==> config.mk <==
export PLATFORM = sky130hd
export DESIGN_NAME = mips_mc_ctrl
export DESIGN_NICKNAME = d
export VERILOG_FILES = /design/src/rtl/mips_pkg.sv /design/src/rtl/mips_mc_decode.sv /design/src/rtl/mips_mc_ctrl.sv
export SDC_FILE = /design/constraint.sdc
export NUM_CORES = 1
export LEC_CHECK = 0
export BUFFER_PORTS_ARGS = -buffer_cell sky130_fd_sc_hd__buf_2
export CELL_PAD_IN_SITES_DETAIL_PLACEMENT = 1
export CELL_PAD_IN_SITES_GLOBAL_PLACEMENT = 2
export CORE_AREA = 2 2 88 90
export DETAILED_ROUTE_END_ITERATION = 16
export DIE_AREA = 0 0 90 92
export GPL_TIMING_DRIVEN = 0
export PLACE_DENSITY_LB_ADDON = 0.12
export SYNTH_ARGS = -nofsm -noshare
export SYNTH_HDL_FRONTEND = slang
export SYNTH_SLANG_ARGS = --single-unit
==> constraint.sdc <==
create_clock -name clk -period 2.4 [get_ports clk]
set_clock_uncertainty 0.05 [all_clocks]
set_input_delay 0.12 -clock clk [delete_from_list [all_inputs] [get_ports clk]]
set_output_delay 0.12 -clock clk [all_outputs]
set_load 0.03 [all_outputs]
==> src/rtl/mips_pkg.sv <==
// Shared encodings for the multicycle MIPS core: opcodes, ALU selection codes,
// control FSM states, mux encodings and the registered control bundle.
package mips_pkg;

    localparam logic [5:0] OP_RTYPE = 6'b000000;
    localparam logic [5:0] OP_ADDI  = 6'b001000;
    localparam logic [5:0] OP_ANDI  = 6'b001100;
    localparam logic [5:0] OP_LW    = 6'b100011;
    localparam logic [5:0] OP_SW    = 6'b101011;
    localparam logic [5:0] OP_BEQ   = 6'b000100;
    localparam logic [5:0] OP_J     = 6'b000010;

    localparam logic [5:0] ALU_ADD  = 6'b100000;
    localparam logic [5:0] ALU_SUB  = 6'b100010;
    localparam logic [5:0] ALU_AND  = 6'b100100;
    localparam logic [5:0] ALU_OR   = 6'b100101;
    localparam logic [5:0] ALU_NOR  = 6'b100111;
    localparam logic [5:0] ALU_SLT  = 6'b101010;
    localparam logic [5:0] ALU_XOR  = 6'b100110;
    localparam logic [5:0] ALU_ADDI = 6'b001000;
    localparam logic [5:0] ALU_ANDI = 6'b001100;
    localparam logic [5:0] ALU_LW   = 6'b100011;
    localparam logic [5:0] ALU_SW   = 6'b101011;
    localparam logic [5:0] ALU_BEQ  = 6'b000100;

    localparam logic [1:0] SRCB_RT     = 2'd0;
    localparam logic [1:0] SRCB_FOUR   = 2'd1;
    localparam logic [1:0] SRCB_IMM    = 2'd2;
    localparam logic [1:0] SRCB_IMM_SH = 2'd3;

    localparam logic [1:0] PC_PLUS4  = 2'd0;
    localparam logic [1:0] PC_BRANCH = 2'd1;
    localparam logic [1:0] PC_JUMP   = 2'd2;

    typedef enum logic [3:0] {
        S_IDLE, S_FETCH, S_DECODE, S_EXEC_R, S_R_WB, S_EXEC_I, S_I_WB,
        S_MEM_ADDR, S_MEM_RD, S_LW_WB, S_MEM_WR, S_BRANCH, S_JUMP, S_ERROR
    } state_t;

    typedef struct packed {
        logic       mem_req;
        logic       mem_we;
        logic       mem_iord;
        logic       ir_write;
        logic       pc_write;
        logic [1:0] pc_src;
        logic [5:0] alu_sel;
        logic [1:0] alu_src_b;
        logic       alu_src_a;
        logic       reg_write;
        logic       reg_dst;
        logic       mem_to_reg;
        logic       busy;
        logic       err;
    } ctrl_t;

    function automatic ctrl_t ctrl_idle();
        ctrl_t c;
        c = '0;
        c.alu_sel = ALU_ADD;
        return c;
    endfunction

    function automatic logic funct_legal(input logic [5:0] f);
        return f inside {ALU_ADD, ALU_SUB, ALU_AND, ALU_OR, ALU_NOR, ALU_SLT, ALU_XOR};
    endfunction

endpackage

==> src/rtl/mips_mc_decode.sv <==
// Combinational instruction decoder: opcode dispatch target from DECODE,
// funct legality for EXEC_R, and load/store split from MEM_ADDR.
module mips_mc_decode
    import mips_pkg::*;
(
    input  logic [5:0] opcode,
    input  logic [5:0] funct,
    output state_t     dispatch,
    output state_t     r_next,
    output state_t     mem_next
);

    always_comb begin
        dispatch = S_ERROR;
        case (opcode)
            OP_RTYPE:         dispatch = S_EXEC_R;
            OP_ADDI, OP_ANDI: dispatch = S_EXEC_I;
            OP_LW, OP_SW:     dispatch = S_MEM_ADDR;
            OP_BEQ:           dispatch = S_BRANCH;
            OP_J:             dispatch = S_JUMP;
            default:          dispatch = S_ERROR;
        endcase
        r_next   = funct_legal(funct) ? S_R_WB : S_ERROR;
        mem_next = (opcode == OP_LW) ? S_MEM_RD : S_MEM_WR;
    end

endmodule

==> src/rtl/mips_mc_ctrl.sv <==
// Multicycle MIPS control FSM. Outputs are registered from the next state so
// they line up with the state register; handshake pulses ride one cycle later.
module mips_mc_ctrl
    import mips_pkg::*;
#(
    parameter int MEM_WAIT_MAX = 16,
    parameter int CNT_W        = 5
) (
    input  logic        clk,
    input  logic        rst_n,
    input  logic [31:0] instr,
    input  logic        alu_zero,
    input  logic        mem_ack,
    output logic        mem_req,
    output logic        mem_we,
    output logic        mem_iord,
    output logic        ir_write,
    output logic        pc_write,
    output logic [1:0]  pc_src,
    output logic [5:0]  alu_sel,
    output logic [1:0]  alu_src_b,
    output logic        alu_src_a,
    output logic        reg_write,
    output logic        reg_dst,
    output logic        mem_to_reg,
    output logic        busy,
    output logic        err
);

    state_t             state_q, state_d;
    state_t             dispatch, r_next, mem_next;
    logic [31:0]        ir_q;
    logic [CNT_W-1:0]   cnt_q;
    ctrl_t              ctrl_q, ctrl_d;
    logic               req_st, timeout;
    logic               unused_ir;

    assign unused_ir = ^ir_q[25:6];

    mips_mc_decode u_dec (
        .opcode   (ir_q[31:26]),
        .funct    (ir_q[5:0]),
        .dispatch (dispatch),
        .r_next   (r_next),
        .mem_next (mem_next)
    );

    assign req_st  = (state_q == S_FETCH) || (state_q == S_MEM_RD) || (state_q == S_MEM_WR);
    // ack in the final wait cycle still wins over the timeout
    assign timeout = req_st && !mem_ack && (cnt_q == CNT_W'(MEM_WAIT_MAX - 1));

    always_comb begin
        state_d = state_q;
        case (state_q)
            S_IDLE:     state_d = S_FETCH;
            S_FETCH:    if (mem_ack) state_d = S_DECODE;
                        else if (timeout) state_d = S_ERROR;
            S_DECODE:   state_d = dispatch;
            S_EXEC_R:   state_d = r_next;
            S_EXEC_I:   state_d = S_I_WB;
            S_MEM_ADDR: state_d = mem_next;
            S_MEM_RD:   if (mem_ack) state_d = S_LW_WB;
                        else if (timeout) state_d = S_ERROR;
            S_MEM_WR:   if (mem_ack) state_d = S_FETCH;
                        else if (timeout) state_d = S_ERROR;
            S_R_WB, S_I_WB, S_LW_WB, S_BRANCH, S_JUMP: state_d = S_FETCH;
            S_ERROR:    state_d = S_ERROR;
            default:    state_d = S_ERROR;
        endcase
    end

    always_comb begin
        ctrl_d      = ctrl_idle();
        ctrl_d.busy = (state_d != S_IDLE) && (state_d != S_ERROR);
        case (state_d)
            S_FETCH: begin
                ctrl_d.mem_req   = 1'b1;
                ctrl_d.alu_src_b = SRCB_FOUR;
            end
            S_DECODE:  ctrl_d.alu_src_b = SRCB_IMM_SH;
            S_EXEC_R: begin
                ctrl_d.alu_src_a = 1'b1;
                ctrl_d.alu_src_b = SRCB_RT;
                ctrl_d.alu_sel   = ir_q[5:0];
            end
            S_EXEC_I, S_MEM_ADDR: begin
                ctrl_d.alu_src_a = 1'b1;
                ctrl_d.alu_src_b = SRCB_IMM;
                ctrl_d.alu_sel   = ir_q[31:26];
            end
            S_R_WB: begin
                ctrl_d.reg_write = 1'b1;
                ctrl_d.reg_dst   = 1'b1;
            end
            S_I_WB:    ctrl_d.reg_write = 1'b1;
            S_MEM_RD: begin
                ctrl_d.mem_req  = 1'b1;
                ctrl_d.mem_iord = 1'b1;
            end
            S_LW_WB: begin
                ctrl_d.reg_write  = 1'b1;
                ctrl_d.mem_to_reg = 1'b1;
            end
            S_MEM_WR: begin
                ctrl_d.mem_req  = 1'b1;
                ctrl_d.mem_iord = 1'b1;
                ctrl_d.mem_we   = 1'b1;
            end
            S_BRANCH: begin
                ctrl_d.alu_src_a = 1'b1;
                ctrl_d.alu_src_b = SRCB_RT;
                ctrl_d.alu_sel   = ALU_BEQ;
            end
            S_JUMP: begin
                ctrl_d.pc_write = 1'b1;
                ctrl_d.pc_src   = PC_JUMP;
            end
            S_ERROR:   ctrl_d.err = 1'b1;
            default:   ;
        endcase
        if (state_q == S_FETCH && mem_ack) begin
            ctrl_d.ir_write = 1'b1;
            ctrl_d.pc_write = 1'b1;
            ctrl_d.pc_src   = PC_PLUS4;
        end
        // the beq ALU code reports zero=0 on equal operands
        if (state_q == S_BRANCH && !alu_zero) begin
            ctrl_d.pc_write = 1'b1;
            ctrl_d.pc_src   = PC_BRANCH;
        end
    end

    always_ff @(posedge clk or negedge rst_n) begin
        if (!rst_n) begin
            state_q <= S_IDLE;
            ir_q    <= '0;
            cnt_q   <= '0;
            ctrl_q  <= ctrl_idle();
        end else begin
            state_q <= state_d;
            ctrl_q  <= ctrl_d;
            if (state_q == S_FETCH && mem_ack)
                ir_q <= instr;
            if (req_st && !mem_ack && state_d == state_q)
                cnt_q <= cnt_q + 1'b1;
            else
                cnt_q <= '0;
        end
    end

    assign mem_req    = ctrl_q.mem_req;
    assign mem_we     = ctrl_q.mem_we;
    assign mem_iord   = ctrl_q.mem_iord;
    assign ir_write   = ctrl_q.ir_write;
    assign pc_write   = ctrl_q.pc_write;
    assign pc_src     = ctrl_q.pc_src;
    assign alu_sel    = ctrl_q.alu_sel;
    assign alu_src_b  = ctrl_q.alu_src_b;
    assign alu_src_a  = ctrl_q.alu_src_a;
    assign reg_write  = ctrl_q.reg_write;
    assign reg_dst    = ctrl_q.reg_dst;
    assign mem_to_reg = ctrl_q.mem_to_reg;
    assign busy       = ctrl_q.busy;
    assign err        = ctrl_q.err;

endmodule
Yosys cells after proc, flatten, opt, wreduce, memory -nomap -nowiden:

Index checks and enable logic that the tools add are counted.

* register bits: 62
* input bits: 36
* output and inout port bits: 21
* logic and storage cells: 103

* add/sub/neg operators: 1
* eq/ne operators: 41
* multiplexer cells: 22
* reduce and logical (&&, ||, !) cells: 22

Operators with widths (count)
* $eq 6x6->1 const B: 9
* $eq 4x4->1 const B: 11
* $eq 4x3->1 const B: 8
* $pmux 4 s8: 1
* $mux 4: 6
* $pmux 4 s5: 1
* $pmux 6 s3: 1
* $eq 4x2->1 const B: 4
* $eq 6x4->1 const B: 2
* $eq 4x1->1 const B: 2
* $mux 1: 8
* $reduce_or 2->1: 4
* $reduce_bool 7->1: 1
* $eq 6x2->1 const B: 1
* $eq 6x3->1 const B: 1
* $logic_and 1x1->1: 6
* $logic_not 6->1: 1
* $mux 3: 2
* $pmux 2 s3: 1
* $reduce_or 3->1: 2
* $reduce_or 6->1: 1
* $add 5x1->5 const B: 1
* $eq 5x4->1 const B: 1
* $mux 5: 1
* 8 further kinds: 10

Logic depth before layout (Yosys ltp):

Gate-level depths: netlist of the first run.

* depth after elaboration: 12
* gate-level depth with buffers: 9
* mapped depth without buffers: 9

Modules after synthesis:

Synthesis of the first run repeated with hierarchy kept, for this count alone.

* cell total of the unflattened synthesis: 220
* area, all modules: 2094.5 um2

Modules (own cells, without submodules)
* mips_mc_ctrl: times used 1, cells an instance 195, area an instance 1934.4 um2, seq. area each 1052.3 um2
* mips_mc_decode: times used 1, cells an instance 25, area an instance 160.2 um2, seq. area each 0.0 um2

Least setup slack after synthesis of the first run:

No wires, ideal clock.

* path type: register to register
* start: register cnt_q[0]
* end: register ctrl_q, in the netlist reg_write
* library setup time: 0.082 ns
* arrival time: 2.229 ns
* data required time: 2.268 ns
* slack: 0.039 ns
* stages on the path, launching flop included: 9
* cell sequence: dfrtp_1 ha_1 and3_1 ha_1 or4b_4 a21oi_2 o32ai_2 or3_4 o22ai_2

RTL lines
* start, declared: RTL line mips_mc_ctrl.sv:33 `logic [CNT_W-1:0] cnt_q;`
* start signal, assigned: RTL line mips_mc_ctrl.sv:145 `cnt_q <= cnt_q + 1'b1;`
* end signal, assigned: RTL line mips_mc_ctrl.sv:138 `ctrl_q <= ctrl_idle();`
* end signal, assigned: RTL line mips_mc_ctrl.sv:141 `ctrl_q <= ctrl_d;`
* end, declared: RTL line mips_mc_ctrl.sv:34 `ctrl_t ctrl_q, ctrl_d;`

==> impl_metrics.json, run 1 <==
{
  "cts_buffer_depth": 2,
  "numPlacedInstances": 328,
  "ys_async_sr_fraction_pct": 100,
  "ys_types": 53,
  "largest_reg_flops": 12,
  "initial_core_util_pct": 26.8,
  "cp-start-kind": "register",
  "cts_buffers": 5,
  "dr_wl_met2_um": 2630,
  "finalHoldViolations": 0,
  "synth_edf_count": 0,
  "synth_compound_area_share_pct": 14.7,
  "rr_endpoint": "alu_sel[1]$_DFF_PN0_",
  "cpMaxStageDelayCell": "or4b_4",
  "fin_nets": 295,
  "period_share_pct": 98.7,
  "synth_fa_ha_area_share_pct": 1.75,
  "grtUsageTotal_pct": 13.9,
  "clk_latency_ns": 0.30,
  "arrival_ns": 2.51,
  "grt_max_degree": 43,
  "postSynthCellCount": 190,
  "power_density_mw_per_mm2": 1370,
  "cts_num_sinks": 42,
  "path_clk_slew_ns": 0.09,
  "r2r_start": "cnt_q[0]$_DFF_PN0_",
  "drtIter0Drc": 38,
  "drv_cap": 0,
  "critPathBufInv": 1,
  "crit_fanout": 6,
  "yosys-top-cells-area": "dfrtp_1 (51%), nand2_1 (7.5%), nor2_1 (2.1%)",
  "syn_to_final_growth_pct": 36.9,
  "holdCritPathClass": "in2reg",
  "most-common-layout-cells": "dfrtp_1 (41), nand2_1 (40), buf_2 (36), dlygate4sd3_1 (14), buf_4 (12)",
  "worstSetupEndpoint": "alu_sel[1]$_DFF_PN0_",
  "routedWlPerCell_um": 15.3,
  "maxSlewViolCount": 0,
  "rrSetupSlack_ns": 0.03,
  "cp_top_family": "simple AND/OR/NAND/NOR gates",
  "portBuffers": 36,
  "final_cells": 360,
  "place.gp.congestion": 0.760,
  "yosys.area.top_type": "dfrtp_1",
  "setup_viol": 0,
  "antenna_found_initial": 0,
  "synth.yosys.seq_area_share_pct": 52.7,
  "io_pins": 57,
  "drtAntennaViolNets": 0,
  "antennaDiodeCount": 0,
  "place.detailed.hpwl_um": 3730,
  "worstRegToRegCells": 9,
  "status": "complete, no violations",
  "synth.avg_cell_area_um2": 10.5,
  "viasPerCell": 4.56,
  "die_x_um": 90,
  "rsz0062_at_grt": "yes",
  "max_slew_margin_pct": 37.1,
  "tightest_slew_ns": 0.944,
  "wl_met3_um": 165,
  "wl_met1_um": 2660,
  "layout_commonest_cell": "dfrtp_1",
  "detail_route.wirelength_um": 5520,
  "synthesis.area_mm2": 0.00200,
  "ir_worst_vdd_v": 0.000374,
  "drive_gt1_share_pct": 34.9,
  "synth-xor-area-share_pct": 0.877,
  "post-route-drc-count": 0,
  "crit_type": "reg2reg",
  "overflow": 0,
  "rows": 32,
  "dieHeight_um": 92,
  "h-tree-depth": 2,
  "period_minus_slack_ns": 2.37,
  "first_global_vias": 1749,
  "synth_top_family_by_area": "simple AND/OR/NAND/NOR gates",
  "hold_ws_ns": 0.241,
  "startpoint": "cnt_q[0]$_DFF_PN0_",
  "largest_register": "ir_q",
  "endpoint_kind": "register",
  "power_leakage_uw": 0.00125,
  "maxUsedRoutingLayer": "met4",
  "critPathMaxStageDelay_ns": 0.49,
  "synth_simple_gate_area_share_pct": 26.4,
  "syn_nets": 228,
  "cts_tree": "built",
  "cts-root-buf": "clkbuf_8",
  "post_synth_mux_area_share_pct": 0,
  "fmax_mhz": 422,
  "vias": 1643,
  "dr.pass1.iters": 4,
  "ys_warn_count": 0,
  "ys_seq_elements": 42,
  "synth-main-ff-cell": "dfrtp_1",
  "crit_path_cell_trace": "ha_2, and3_4, ha_4, or4b_4, a21oi_4, o32ai_4, buf_6, a32oi_2, nor2_1",
  "core_mm2": 0.00745,
  "die-area_mm2": 0.00828,
  "cp.required_ns": 2.54,
  "synth_top_area_share_pct": 51.3,
  "grt_pass1_wl_um": 9070,
  "crit_cells": 9
}
per-stage QoR:
stage | setup slack (ns) | cell area, um2 | TNS (ns) | total power [uW] | util (%)
global placement | -0.372 | 2310 | -2.19 | 2850 | 31.0
CTS | 0.0149 | 2690 | 0 | 3730 | 36.1
global route | -0.0308 | 2740 | -0.0969 | 4020 | 36.7
detailed placement | -0.397 | 2310 | -2.20 | 2860 | 31.0
floorplan | 0.0391 | 2000 | 0 | 2370 | -
finish | 0.0307 | 2740 | 0 | 3750 | 36.7
worst min path at each step:
stage | from | to | slack (ns) | cells after the start
floorplan | rst_n | alu_sel[0]$_DFF_PN0_ | -0.23 | 0
global placement | alu_zero | pc_src[0]$_DFF_PN0_ | 0.25 | 2
detailed placement | alu_zero | pc_src[0]$_DFF_PN0_ | 0.24 | 2
CTS | mem_ack | mem_we$_DFF_PN0_ | 0.23 | 4
global route | mem_ack | mem_we$_DFF_PN0_ | 0.27 | 4
finish | mem_ack | mem_we$_DFF_PN0_ | 0.24 | 4
layout make-up:
class,count,area (um2)
Sequential cell,42,1050
Multi-Input combinational cell,134,973
Fill cell,866,4710
Timing Repair Buffer,60,399
Tap cell,102,128
Clock buffer,6,72.6
Inverter,8,32.5
Clock inverter,2,37.5
Buffer,6,41.3
power breakdown:
part           leakage [uW]  internal, uW  switching, uW
clock             0.0000514           311            264
sequential         0.000545           957            171
combinational      0.000654           805           1250
synth_stat cells, drive strengths merged, types with 2 or more instances:
cell type	count
dfrtp	41
nand2	40
nor2	13
inv	8
nor3	8
o21ai	8
or3	6
a21oi	5
a32oi	5
buf	5
nand2b	5
nand4	4
nor2b	4
or4b	3
and2b	2
and3	2
ha	2
nor3b	2
nor4	2
o2111ai	2
o221ai	2
o32ai	2
or2b	2
routing by layer:
layer  vias to the layer above  GRT usage (%)
li1                        801              -
met1                       803           18.3
met2                        31           23.3
met3                         8           2.96
met4                         0           3.85
met5                         -              0
what timing repair did:
action                     CTS  global route
resized for setup           11             7
pin swaps                    7             6
cloned                       0             0
setup endpoints to repair   17            14
hold buffers                14             0
setup buffers                8             2
hold endpoints to repair    54             0
cell families after synthesis:
| logic type | count (synthesis) |
|---|---|
| AND/OR/NAND/NOR | 98 |
| flip-flops | 42 |
| AO/OA/AOI/OAI | 31 |
| buffers and inverters | 14 |
| adder cells (fa/ha/maj) | 3 |
| XOR/XNOR | 2 |
worst reg2reg max path: cells and delay by family, from the launching register on:
kind / cells / cell delay, ns
adders and majority gates: 2 / 0.36
and+or+nand+nor: 3 / 0.75
buffers and inverters: 1 / 0.16
DFF: 1 / 0.40
AOI/OAI and AO/OA: 3 / 0.54
Power figures use the tool's default switching activity.
==> run 2, diff against run 1 <==
- CORE_AREA: 2 2 88 90 -> 3 3 89 91
- DIE_AREA: 0 0 90 92 -> 0 0 92 94
==> run 2 against run 1 <==
Worst setup slack better by 0.012 ns. Worst hold slack better by 0.058 ns. Combinational power is 2% lower. Critical path depth is 1 lower. Final cell count is 1.4% lower. First-iteration DRC count is 100% higher.
==> impl_metrics.json, run 2 (same netlist as run 1, synthesis figures left out) <==
{
  "finalPower_uw": 3680,
  "r2r_start": "cnt_q[0]$_DFF_PN0_",
  "rrSetupSlack_ns": 0.04,
  "power_leakage_uw": 0.00124,
  "dieHeight_um": 94,
  "status": "complete, no violations",
  "drtIter0Drc": 76,
  "cp_top_family": "simple AND/OR/NAND/NOR gates",
  "endpoint_kind": "register",
  "setup_viol": 0,
  "rows": 31,
  "h-tree-depth": 2,
  "period_minus_slack_ns": 2.36,
  "viasPerCell": 4.65,
  "cp-start-kind": "register",
  "core_mm2": 0.00721,
  "setup-tns-final_ns": 0,
  "portBuffers": 36,
  "layout_commonest_cell": "dfrtp_1",
  "first_global_vias": 1699,
  "rr_endpoint": "reg_dst$_DFF_PN0_",
  "overflow": 0,
  "crit_fanout": 4,
  "place.detailed.hpwl_um": 3760,
  "detail_route.wirelength_um": 5330,
  "hold_ws_ns": 0.299,
  "cts_buffer_depth": 2,
  "vias": 1650,
  "cts-root-buf": "clkbuf_8",
  "worstRegToRegCells": 8,
  "initial_core_util_pct": 27.7,
  "hold_path_end": "mem_we$_DFF_PN0_",
  "power_density_mw_per_mm2": 1360,
  "min_from": "mem_ack",
  "place.gp.congestion": 0.769,
  "min_path_cells": 4,
  "maxSlewViolCount": 0,
  "drtAntennaViolNets": 0,
  "finalHoldViolations": 0,
  "routedWlPerCell_um": 15.0,
  "io_pins": 57,
  "design_area_mm2": 0.00271,
  "grtUsageTotal_pct": 13.2,
  "drive_gt1_share_pct": 34.0,
  "place_ws_ns": -0.482,
  "post-route-drc-count": 0,
  "cts_num_sinks": 42,
  "largest_register": "ir_q",
  "placed_area_mm2": 0.00230,
  "largest_reg_flops": 12,
  "crit_cells": 8,
  "layout_setup_ws_ns": 0.0426,
  "grt_pass1_wl_um": 9030,
  "critPathBufInv": 0,
  "antennaDiodeCount": 0,
  "dr.pass1.iters": 4,
  "holdCritPathClass": "in2reg",
  "cpMaxStageDelayCell": "or4b_4",
  "path_clk_slew_ns": 0.09,
  "cp.required_ns": 2.57,
  "drv_cap": 0,
  "crit_path_cell_trace": "ha_2, and3_4, ha_4, or4b_4, a21oi_4, o32ai_4, or3_4, nor3_4",
  "arrival_ns": 2.53,
  "cts_tree": "built",
  "critPathMaxStageDelay_ns": 0.49,
  "fmax_mhz": 424,
  "cts_buffers": 5,
  "period_share_pct": 98.2,
  "crit_type": "reg2reg",
  "grt_max_degree": 43,
  "ir_worst_vdd_v": 0.000321,
  "max_slew_margin_pct": 37.8,
  "syn_to_final_growth_pct": 35.8,
  "die_x_um": 92,
  "rsz0062_at_grt": "yes",
  "die-area_mm2": 0.00865,
  "most-common-layout-cells": "dfrtp_1 (41), nand2_1 (39), buf_2 (36), dlygate4sd3_1 (14)",
  "fin_nets": 293,
  "antenna_found_initial": 0,
  "tightest_slew_ns": 0.933,
  "clk_latency_ns": 0.29
}
[run 2: timing repair]
action / CTS / global route
hold buffers: 14 / 0
endpoints found under the hold margin: 54 / 0
buffers inserted: 7 / 1
pin swaps: 6 / 4
gates resized for setup: 8 / 10
gates cloned: 0 / 0
endpoints found under the setup margin: 17 / 17
[run 2: worst max path at each step]
stage	from	to
CTS	cnt_q[0]$_DFF_PN0_	alu_src_a$_DFF_PN0_
floorplan	cnt_q[0]$_DFF_PN0_	reg_write$_DFF_PN0_
global route	cnt_q[0]$_DFF_PN0_	reg_dst$_DFF_PN0_
global placement	cnt_q[0]$_DFF_PN0_	busy$_DFF_PN0_
detailed placement	cnt_q[0]$_DFF_PN0_	busy$_DFF_PN0_
finish	cnt_q[0]$_DFF_PN0_	reg_dst$_DFF_PN0_
[run 2: through the flow]
step	std cells	utilization [%]
6_report	355	37.6
5_1_grt	355	37.6
4_1_cts	354	36.9
3_5_place_dp	325	31.9
3_3_place_gp	325	31.9
2_1_floorplan	190	-
[run 2: worst register-to-register path, delay by kind of cell (launching register included)]
kind / cells / cell delay [ns]
simple gates: 4 / 1.21
flops: 1 / 0.39
fa+ha+maj: 2 / 0.36
compound gates: 2 / 0.28
[run 2: routing by layer]
layer | vias to the layer above | GRT usage, % | routed length (um)
li1 | 797 | - | -
met1 | 819 | 17.7 | 2530
met2 | 30 | 21.7 | 2560
met3 | 4 | 3.04 | 198
met4 | 0 | 3.34 | 43
met5 | - | 0 | 0
[run 2: cell type report]
class | count | area (um2)
clock buffers | 6 | 72.6
multi-input cells | 134 | 976
clock inverters | 2 | 37.5
flip-flops and latches | 42 | 1050
plain buffers | 6 | 41.3
well taps | 99 | 124
fillers | 839 | 4500
inverters | 8 | 30.0
repair buffers | 58 | 380
[run 2: report_power, final]
| group | internal (uW) | switching (uW) | leakage [uW] |
|---|---|---|---|
| clock network | 311 | 253 | 0.0000514 |
| logic | 769 | 1230 | 0.000645 |
| registers | 957 | 165 | 0.000545 |
==> run 3, diff against run 2 <==
- PLACE_DENSITY: not set -> 0.74
- PLACE_DENSITY_LB_ADDON: 0.12 -> not set
==> run 3 against run 2 <==
Worst setup slack better by 0.035 ns. First-iteration DRC count is 24% lower. Via count increased by 0.42%. Cell area decreased by 0.23%. Routed wire length is 3.1% lower. Die area stayed put. Final cell count increased by 0.56%. Sequential share of layout area grew 0.090 points. Critical path type unchanged.
==> impl_metrics.json, run 3 (same netlist as run 1, synthesis figures left out) <==
{
  "crit_path_cell_trace": "ha_2, and3_4, ha_4, or4b_4, a21oi_4, o32ai_4, or3_4, nor3_2",
  "startpoint": "cnt_q[0]$_DFF_PN0_",
  "layout_commonest_cell": "dfrtp_1",
  "grt_max_degree": 43,
  "drive_gt1_share_pct": 33.7,
  "cp_top_family": "simple AND/OR/NAND/NOR gates",
  "cp.required_ns": 2.58,
  "power_density_mw_per_mm2": 1330,
  "grt_pass1_wl_um": 8760,
  "io_pins": 57,
  "holdCritPathClass": "in2reg",
  "max_slew_margin_pct": 38.1,
  "period_share_pct": 96.7,
  "endpoint_kind": "register",
  "drv_cap": 0,
  "drtIter0Drc": 58,
  "fmax_mhz": 431,
  "crit_type": "reg2reg",
  "n_fill_cell": 869,
  "dieHeight_um": 94,
  "initial_core_util_pct": 27.7,
  "multi_input_area_um2": 971,
  "place_ws_ns": -0.358,
  "r2r_start": "cnt_q[0]$_DFF_PN0_",
  "largest_register": "ir_q",
  "crit_fanout": 5,
  "finalHoldViolations": 0,
  "critPathMaxStageDelay_ns": 0.49,
  "rsz0062_at_grt": "yes",
  "antenna_found_initial": 0,
  "die_x_um": 92,
  "period_minus_slack_ns": 2.32,
  "die-area_mm2": 0.00865,
  "cts_buffers": 5,
  "min_from": "mem_ack",
  "first_global_vias": 1755,
  "overflow": 0,
  "post-route-util_pct": 37.5,
  "critPathBufInv": 0,
  "h-tree-depth": 2,
  "cpMaxStageDelayCell": "or4b_4",
  "largest_reg_flops": 12,
  "core_mm2": 0.00721,
  "viasPerCell": 4.64,
  "arrival_ns": 2.50,
  "layout_setup_ws_ns": 0.0780,
  "power_leakage_uw": 0.00125,
  "routedWlPerCell_um": 14.5,
  "post-route-drc-count": 0,
  "setup_viol": 0,
  "vias": 1657,
  "clk_latency_ns": 0.31,
  "most-common-layout-cells": "dfrtp_1 (41), nand2_1 (40), buf_2 (36), dlygate4sd3_1 (14)",
  "portBuffers": 36,
  "path_clk_slew_ns": 0.09,
  "antennaDiodeCount": 0,
  "ir_worst_vdd_v": 0.000409,
  "cts_tree": "built",
  "maxSlewViolCount": 0,
  "grtUsageTotal_pct": 13.0,
  "cts_num_sinks": 42,
  "drtAntennaViolNets": 0,
  "cp-start-kind": "register",
  "rows": 31,
  "detail_route.wirelength_um": 5160,
  "place.gp.congestion": 0.787,
  "cts-root-buf": "clkbuf_8",
  "fin_nets": 295,
  "status": "complete, no violations",
  "place.detailed.hpwl_um": 3640,
  "dr.pass1.iters": 4,
  "tightest_slew_ns": 0.929,
  "syn_to_final_growth_pct": 35.5,
  "regArea_mm2": 0.00105,
  "cts_buffer_depth": 2
}
==> run 3: layout make-up <==
cell class / instances / area share [%]
multi-input cells: 134 / 35.9
flip-flops and latches: 42 / 38.9
plain buffers: 6 / 1.52
inverters: 8 / 1.11
clock inverters: 2 / 0.508
well taps: 99 / 4.57
repair buffers: 60 / 14.9
clock buffers: 6 / 2.68
==> run 3: final timing paths <==
kind	slack [ns]	endpoint	depth (start not counted)
max	0.08	reg_dst$_DFF_PN0_	8
min	0.27	mem_we$_DFF_PN0_	4
max reg2reg	0.08	reg_dst$_DFF_PN0_	8
min reg2reg	0.46	ir_q[4]$_DFFE_PN0P_	2
max in group asynchronous	1.27	ir_q[30]$_DFFE_PN0P_	2
min in group asynchronous	0.44	state_q[3]$_DFF_PN0_	2
==> run 3: worst reg2reg max path: stages, from the launching register on <==
cell     delay (ns)
dfrtp_1        0.39
ha_2           0.19
and3_4         0.18
ha_4           0.17
or4b_4         0.49
a21oi_4        0.16
o32ai_4        0.13
or3_4          0.36
nor3_2         0.11
==> run 3: stage by stage <==
stage	hold WS, ns	TNS (ns)	cell area (um2)	total power [uW]	std cells
finish	0.272	0	2710	3610	357
global route	0.338	-0.0128	2710	3900	357
CTS	0.229	0	2660	3580	356
detailed placement	0.260	-1.77	2300	2840	325
global placement	0.253	-1.93	2300	2800	325
floorplan	-0.226	0	2000	2370	190
==> run 3: power by group <==
part | switching [uW] | internal (uW)
logic | 1210 | 819
clock network | 257 | 206
registers | 165 | 957
total | 1630 | 1980
==> run 3: metal layers <==
metal | track usage [%] | vias up | routed length [um]
li1 | - | 800 | -
met2 | 21.3 | 29 | 2540
met3 | 2.96 | 6 | 170
met1 | 16.8 | 822 | 2380
met5 | 0 | - | 0
met4 | 4.58 | 0 | 73
==> run 3: repair_timing <==
action                                 in CTS  in global routing
setup buffers                               9                  1
hold buffers                               14                  0
resized for setup                          10                  8
setup endpoints to repair                  17                 13
pin swaps                                   7                  2
endpoints found under the hold margin      54                  0
